File: src/rtl/dma_ipif_pkg.sv
// Shared types for the DMA IPIF master-port responder.
// No logic of its own; zero latency.
// No flow control; types and constants only.
package dma_ipif_pkg;

    localparam int IPIF_DW = 32;

    typedef enum logic [2:0] {
        IDLE,
        ACK,
        WAIT,
        DATA,
        CMPL
    } ipif_rsp_state_t;

    typedef enum logic {
        OP_RD,
        OP_WR
    } ipif_op_t;

    // Expand 4 byte enables into a 32-bit bit mask
    function automatic logic [IPIF_DW-1:0] be_to_mask(input logic [3:0] be);
        logic [IPIF_DW-1:0] m;
        for (int b = 0; b < 4; b++) begin
            m[8*b +: 8] = {8{be[b]}};
        end
        return m;
    endfunction

endpackage

File: src/rtl/dma_ipif_regbank.sv
// NUM_REGS x 32 register bank with bytewise write, async read and per-register write strobe.
// Write lands on the clock edge ending the cycle wr_en_i is high; read is combinational.
// No backpressure: every write presented is accepted.
module dma_ipif_regbank
    import dma_ipif_pkg::*;
#(
    parameter int NUM_REGS = 16
) (
    input  logic                          clk,
    input  logic                          rst,
    input  logic                          wr_en_i,
    input  logic [$clog2(NUM_REGS)-1:0]   wr_idx_i,
    input  logic [3:0]                    wr_be_i,
    input  logic [IPIF_DW-1:0]            wr_dat_i,
    input  logic [$clog2(NUM_REGS)-1:0]   rd_idx_i,
    output logic [IPIF_DW-1:0]            rd_dat_o,
    output logic [NUM_REGS*IPIF_DW-1:0]   reg_flat_o,
    output logic [NUM_REGS-1:0]           wr_stb_o
);

    logic [IPIF_DW-1:0] mem_q [NUM_REGS];
    logic [IPIF_DW-1:0] wr_mask;

    assign wr_mask  = be_to_mask(wr_be_i);
    assign rd_dat_o = mem_q[rd_idx_i];

    // Bank storage: cleared on reset, masked byte update on write
    always_ff @(posedge clk) begin
        if (rst) begin
            for (int i = 0; i < NUM_REGS; i++) begin
                mem_q[i] <= '0;
            end
        end else if (wr_en_i) begin
            mem_q[wr_idx_i] <= (mem_q[wr_idx_i] & ~wr_mask) | (wr_dat_i & wr_mask);
        end
    end

    // Flatten the bank for export to fabric
    always_comb begin
        reg_flat_o = '0;
        for (int i = 0; i < NUM_REGS; i++) begin
            reg_flat_o[IPIF_DW*i +: IPIF_DW] = mem_q[i];
        end
    end

    // Strobe marks the register being written in this cycle (even if BE is partial)
    always_comb begin
        wr_stb_o = '0;
        if (wr_en_i) begin
            wr_stb_o[wr_idx_i] = 1'b1;
        end
    end

endmodule

File: src/rtl/dma_ipif_mst_responder.sv
// Single-beat IPIF master-port responder serving 32-bit reads/writes against a local register bank.
// Latency: request seen at t -> CmdAck t+1 -> data t+2+ACK_LAT -> Cmplt t+3+ACK_LAT.
// Flow control is the IPIF handshake: one op in flight, 1 idle bubble after each Cmplt.
module dma_ipif_mst_responder
    import dma_ipif_pkg::*;
#(
    parameter int          NUM_REGS  = 16,
    parameter logic [31:0] BASE_ADDR = 32'h7000_0000,
    parameter int          ACK_LAT   = 2
) (
    input  logic                        axi_clk,
    input  logic                        rst,
    input  logic                        IP2Bus_MstRd_Req,
    input  logic                        IP2Bus_MstWr_Req,
    input  logic [31:0]                 IP2Bus_Mst_Addr,
    input  logic [3:0]                  IP2Bus_Mst_BE,
    input  logic                        IP2Bus_Mst_Lock,
    input  logic                        IP2Bus_Mst_Reset,
    output logic                        Bus2IP_Mst_CmdAck,
    output logic                        Bus2IP_Mst_Cmplt,
    output logic                        Bus2IP_Mst_Error,
    output logic                        Bus2IP_Mst_Rearbitrate,
    output logic                        Bus2IP_Mst_Timeout,
    output logic [IPIF_DW-1:0]          Bus2IP_MstRd_d,
    output logic                        Bus2IP_MstRd_src_rdy_n,
    input  logic [IPIF_DW-1:0]          IP2Bus_MstWr_d,
    output logic                        Bus2IP_MstWr_dst_rdy_n,
    output logic [NUM_REGS*IPIF_DW-1:0] reg_q,
    output logic [NUM_REGS-1:0]         reg_wr_stb,
    output logic [31:0]                 stat_rd_cnt,
    output logic [31:0]                 stat_wr_cnt,
    output logic [31:0]                 stat_err_cnt
);

    localparam int          IDX_W = $clog2(NUM_REGS);
    localparam logic [31:0] SPAN  = 32'(NUM_REGS * 4);

    ipif_rsp_state_t   state_q, state_d;
    ipif_op_t          op_q, op_d;
    logic              err_q, err_d;
    logic [IDX_W-1:0]  idx_q, idx_d;
    logic [3:0]        be_q, be_d;
    logic [3:0]        lat_q, lat_d;
    logic              bubble_q;
    logic [31:0]       rd_cnt_q, wr_cnt_q, err_cnt_q;

    logic [31:0]       offset;
    logic              dec_err;
    logic              rd_ph, wr_ph;
    logic [IPIF_DW-1:0] bank_rd;
    logic              unused_lock;

    // Lock is meaningless with a single master
    assign unused_lock = IP2Bus_Mst_Lock;

    // Address decode; a wrapped subtract turns addresses below the base into huge offsets
    assign offset  = IP2Bus_Mst_Addr - BASE_ADDR;
    assign dec_err = (IP2Bus_MstRd_Req && IP2Bus_MstWr_Req)
                   || (IP2Bus_Mst_Addr[1:0] != 2'b00)
                   || (offset >= SPAN)
                   || (IP2Bus_MstWr_Req && !IP2Bus_MstRd_Req && (IP2Bus_Mst_BE == 4'h0));

    // Next-state logic; master abort overrides everything, including a fresh accept
    always_comb begin
        state_d = state_q;
        op_d    = op_q;
        err_d   = err_q;
        idx_d   = idx_q;
        be_d    = be_q;
        lat_d   = lat_q;
        case (state_q)
            IDLE: begin
                if ((IP2Bus_MstRd_Req || IP2Bus_MstWr_Req) && !bubble_q) begin
                    state_d = ACK;
                    op_d    = (IP2Bus_MstWr_Req && !IP2Bus_MstRd_Req) ? OP_WR : OP_RD;
                    err_d   = dec_err;
                    idx_d   = offset[IDX_W+1:2];
                    be_d    = IP2Bus_Mst_BE;
                end
            end
            ACK: begin
                lat_d = 4'(ACK_LAT);
                if (ACK_LAT == 0) begin
                    state_d = err_q ? CMPL : DATA;
                end else begin
                    state_d = WAIT;
                end
            end
            WAIT: begin
                lat_d = lat_q - 4'd1;
                if (lat_q <= 4'd1) begin
                    state_d = err_q ? CMPL : DATA;
                end
            end
            DATA:    state_d = CMPL;
            CMPL:    state_d = IDLE;
            default: state_d = IDLE;
        endcase
        if (IP2Bus_Mst_Reset) begin
            state_d = IDLE;
        end
    end

    // FSM and latched command registers; bubble_q blocks accept in the cycle after CMPL
    always_ff @(posedge axi_clk) begin
        if (rst) begin
            state_q  <= IDLE;
            op_q     <= OP_RD;
            err_q    <= 1'b0;
            idx_q    <= '0;
            be_q     <= 4'h0;
            lat_q    <= 4'h0;
            bubble_q <= 1'b0;
        end else begin
            state_q  <= state_d;
            op_q     <= op_d;
            err_q    <= err_d;
            idx_q    <= idx_d;
            be_q     <= be_d;
            lat_q    <= lat_d;
            bubble_q <= (state_q == CMPL);
        end
    end

    // Completion statistics, one increment per Cmplt
    always_ff @(posedge axi_clk) begin
        if (rst) begin
            rd_cnt_q  <= '0;
            wr_cnt_q  <= '0;
            err_cnt_q <= '0;
        end else if (state_q == CMPL) begin
            if (err_q)               err_cnt_q <= err_cnt_q + 32'd1;
            else if (op_q == OP_RD)  rd_cnt_q  <= rd_cnt_q + 32'd1;
            else                     wr_cnt_q  <= wr_cnt_q + 32'd1;
        end
    end

    assign rd_ph = (state_q == DATA) && !err_q && (op_q == OP_RD);
    assign wr_ph = (state_q == DATA) && !err_q && (op_q == OP_WR);

    assign Bus2IP_Mst_CmdAck      = (state_q == ACK);
    assign Bus2IP_Mst_Cmplt       = (state_q == CMPL);
    assign Bus2IP_Mst_Error       = (state_q == CMPL) && err_q;
    assign Bus2IP_Mst_Rearbitrate = 1'b0;
    assign Bus2IP_Mst_Timeout     = 1'b0;
    assign Bus2IP_MstRd_src_rdy_n = !rd_ph;
    assign Bus2IP_MstWr_dst_rdy_n = !wr_ph;
    assign Bus2IP_MstRd_d         = rd_ph ? bank_rd : '0;
    assign stat_rd_cnt            = rd_cnt_q;
    assign stat_wr_cnt            = wr_cnt_q;
    assign stat_err_cnt           = err_cnt_q;

    dma_ipif_regbank #(
        .NUM_REGS (NUM_REGS)
    ) u_bank (
        .clk        (axi_clk),
        .rst        (rst),
        .wr_en_i    (wr_ph),
        .wr_idx_i   (idx_q),
        .wr_be_i    (be_q),
        .wr_dat_i   (IP2Bus_MstWr_d),
        .rd_idx_i   (idx_q),
        .rd_dat_o   (bank_rd),
        .reg_flat_o (reg_q),
        .wr_stb_o   (reg_wr_stb)
    );

endmodule

File: config.mk
export PLATFORM = sky130hd
export DESIGN_NAME = dma_ipif_mst_responder
export DESIGN_NICKNAME = d
export VERILOG_FILES = /design/src/rtl/dma_ipif_pkg.sv /design/src/rtl/dma_ipif_regbank.sv /design/src/rtl/dma_ipif_mst_responder.sv
export SDC_FILE = /design/constraint.sdc
export NUM_CORES = 1
export LEC_CHECK = 0
export ABC_AREA = 0
export CORE_AREA = 2 2 287 289
export DETAILED_ROUTE_END_ITERATION = 6
export DIE_AREA = 0 0 289 291
export HOLD_SLACK_MARGIN = 0.1
export PLACE_DENSITY = 0.76
export SETUP_SLACK_MARGIN = 0.2
export SLEW_MARGIN = 20
export SYNTH_ARGS = -nofsm -noshare
export SYNTH_HDL_FRONTEND = slang
export SYNTH_HIERARCHICAL = 1
export SYNTH_SLANG_ARGS = --single-unit
File: constraint.sdc
create_clock -name axi_clk -period 5.8 [get_ports axi_clk]
set_input_delay 0.58 -clock axi_clk [delete_from_list [all_inputs] [get_ports axi_clk]]
set_output_delay 0.58 -clock axi_clk [all_outputs]
set_load 0.01 [all_outputs]
==> impl_metrics.yaml <==
outcome:
  outcome: "completed"
drt:
  wl_per_cell_um: 32.8
  route.vias.total: 28500
  drc_errors: 0
  via_per_inst: 6.40
  ant_nets: 0
  firstDrtPassIters: 6
  wl_mm: 146
  drt_iter0_drc: 3800
die:
  pin_count: 737
  start_util_pct: 41.6
  std_cell_rows: 105
  die_h_um: 291
  dieWidth_um: 289
  dieArea_um2: 84100
  core_area_um2: 81200
place:
  post-place-ws_ps: 1790
  portBuffers: 733
  hpwlAfterDp_mm: 99.1
  routabilityCongestion: 0.942
cells_and_area:
  fin_nets: 3405
  drive_gt1_share_pct: 15.4
  syn2layout_area_growth_pct: 31.6
yosys:
  syn_inst: 2684
  yosys_most_used_dff: "edfxtp_1"
  yosysMostFrequentCell: "edfxtp_1"
  synth_area_leaders: "edfxtp_1 46%, mux4_2 15%, dfxtp_1 6.8%, nor2_1 4.6%, mux2i_1 4.0%"
  postSynthAreaPerCell_um2: 12.6
  synth-edff-count: 512
  synth_largest_area_cell: "edfxtp_1"
  ys_top_cells_by_count: "512 x edfxtp_1, 413 x nor2_1, 224 x mux4_2, 183 x nor3_1, 144 x clkbuf_1"
  synth.distinct_cells: 63
  yosysWarnings: 6
  synth_area_um2: 33700
  async_flop_share_pct: 0
  synth_top_area_share_pct: 45.6
  ys_ff_latch: 626
  ys_seq_area_share_pct: 52.3
cts:
  clkTransAtPathRegs_ps: 60
  clock-root-buffer: "clkbuf_16"
  clkLatencyLatePin_ps: 630
  cts_tree: "yes"
  ctsHoldBuffers: 0
  postCtsSetupRepairBufs: 0
  cts_buffer_depth: 3
  cts_sinks: 626
  cts_resized: 0
  numCtsBuffers: 71
  htree_levels: 3
grt:
  grt_first_pass_wirelength_mm: 203
  track_usage_pct: 33.8
  first_global_vias: 27700
  gr-total-overflow: 0
  grt_start_max_net_pins: 83
  antenna_found_initial: 5
sta:
  period_needed_ps: 4640
  hold_viol: 0
  tns_ps: 0
  timing.final.crit_share_pct: 80.0
  worst_pin_slew_ps: 1130
  setup_viol: 0
  fin_skew_ps: 38.7
  whs_ps: 496
  max_slew_margin_pct: 24.4
  slew_viol_final: 0
  max_freq_mhz: 215
  fin_ws_ps: 1160
  rsz0062_at_grt: "no"
power_and_ir_drop:
  peakVddDrop_mv: 0.240
  powerDensity_nw_per_um2: 259
  p_leak_nw: 14.2
critical_path:
  critPathLaunchType: "flop"
  crit_type: "reg2out"
  critPathMaxFanout: 38
  cp.required_ps: 5220
  endpoint_kind: "output pin"
  arrival_ps: 4060
worst_hold_path:
  hp-class: "reg2reg"
job:
  cap_violations: 0
[flip-flops by register name (all words and copies together) (netlist names)]
signal	count
idx_q	4
bubble_q	1
op_q	1
be_q	4
err_q	1
stat_err_cnt	32
stat_wr_cnt	32
u_bank/mem_q	512
state_q	3
lat_q	4
stat_rd_cnt	32
[worst max-delay path, cell delays in order, from the launching register on]
cell and delay, ps:
dfxtp_4 910, buf_4 610, mux4_2 650, mux4_2 490, and2_1 150, clkdlybuf4s50_1 560
[cell families after synthesis]
family	Yosys count	synth area share, %
xor gates and xnor gates	26	0.675
other	1	0.0111
buffers and inverters	243	3.17
and+or+nand+nor	1091	16.5
DFF	626	52.3
AOI/OAI and AO/OA	323	7.88
muxes	369	19.3
adders and majority gates	5	0.185
[cell type report]
cell class / instances / area [um^2]
sequential: 626 / 17700
fill: 6756 / 36800
clock inverter: 44 / 494
tap: 1070 / 1340
timing repair buffer: 787 / 7840
clock buffer: 86 / 1860
multi-input combinational: 1816 / 15100
antenna: 2 / 5.00
inverter: 24 / 90.1
[report_power, final]
group	internal, mW	switching, mW	total [mW]
Clock	2.68	1.95	4.63
Sequential	4.98	0.193	5.18
Combinational	0.766	0.949	1.72
[layout by cell type (no fill, tap or decap), types with 39 or more instances in the layout]
cell type	Yosys	routed
o211ai_1	55	55
dfxtp_1	114	110
and2_1	52	51
clkbuf_16	0	72
mux2i_1	136	136
buf_4	9	47
nor2_1	413	413
clkdlybuf4s50_1	0	732
nor3_1	183	183
a21oi_1	99	99
nand2_1	127	127
edfxtp_1	512	512
or4_1	39	39
mux4_2	224	224
[through the flow]
step                cell area [um^2]  std cells  total power [mW]  utilization [%]
detailed placement             42000       4321              6.94             51.7
floorplan                      33800       2685              6.21                -
finish                         44400       4455              11.5             54.7
global placement               42000       4321              6.92             51.7
global route                   44400       4455              11.8             54.7
CTS                            44400       4451              11.5             54.6
[metal layers]
layer / track usage [%] / share of wire (%) / up-vias
met5: 0 / 0.026 / -
met4: 15.6 / 5.5 / 6
met3: 11.4 / 14 / 449
met2: 53.1 / 46 / 2335
met1: 42.0 / 34 / 14100
li1: - / - / 11600
[final timing paths]
kind | from | end | cells past startpoint | slack (ps)
setup / recovery | idx_q[0]$_SDFFE_PP0P_ | Bus2IP_MstRd_d[25] | 5 | 1160
hold / removal | stat_rd_cnt[16]$_SDFFE_PP0P_ | stat_rd_cnt[16]$_SDFFE_PP0P_ | 2 | 500
setup reg to reg | state_q[1]$_SDFFE_PP0P_ | u_bank/mem_q[0][2]$_SDFFCE_PN0P_ | 7 | 1680
hold reg to reg | stat_rd_cnt[16]$_SDFFE_PP0P_ | stat_rd_cnt[16]$_SDFFE_PP0P_ | 2 | 500
(Power assumes the default switching activity.)
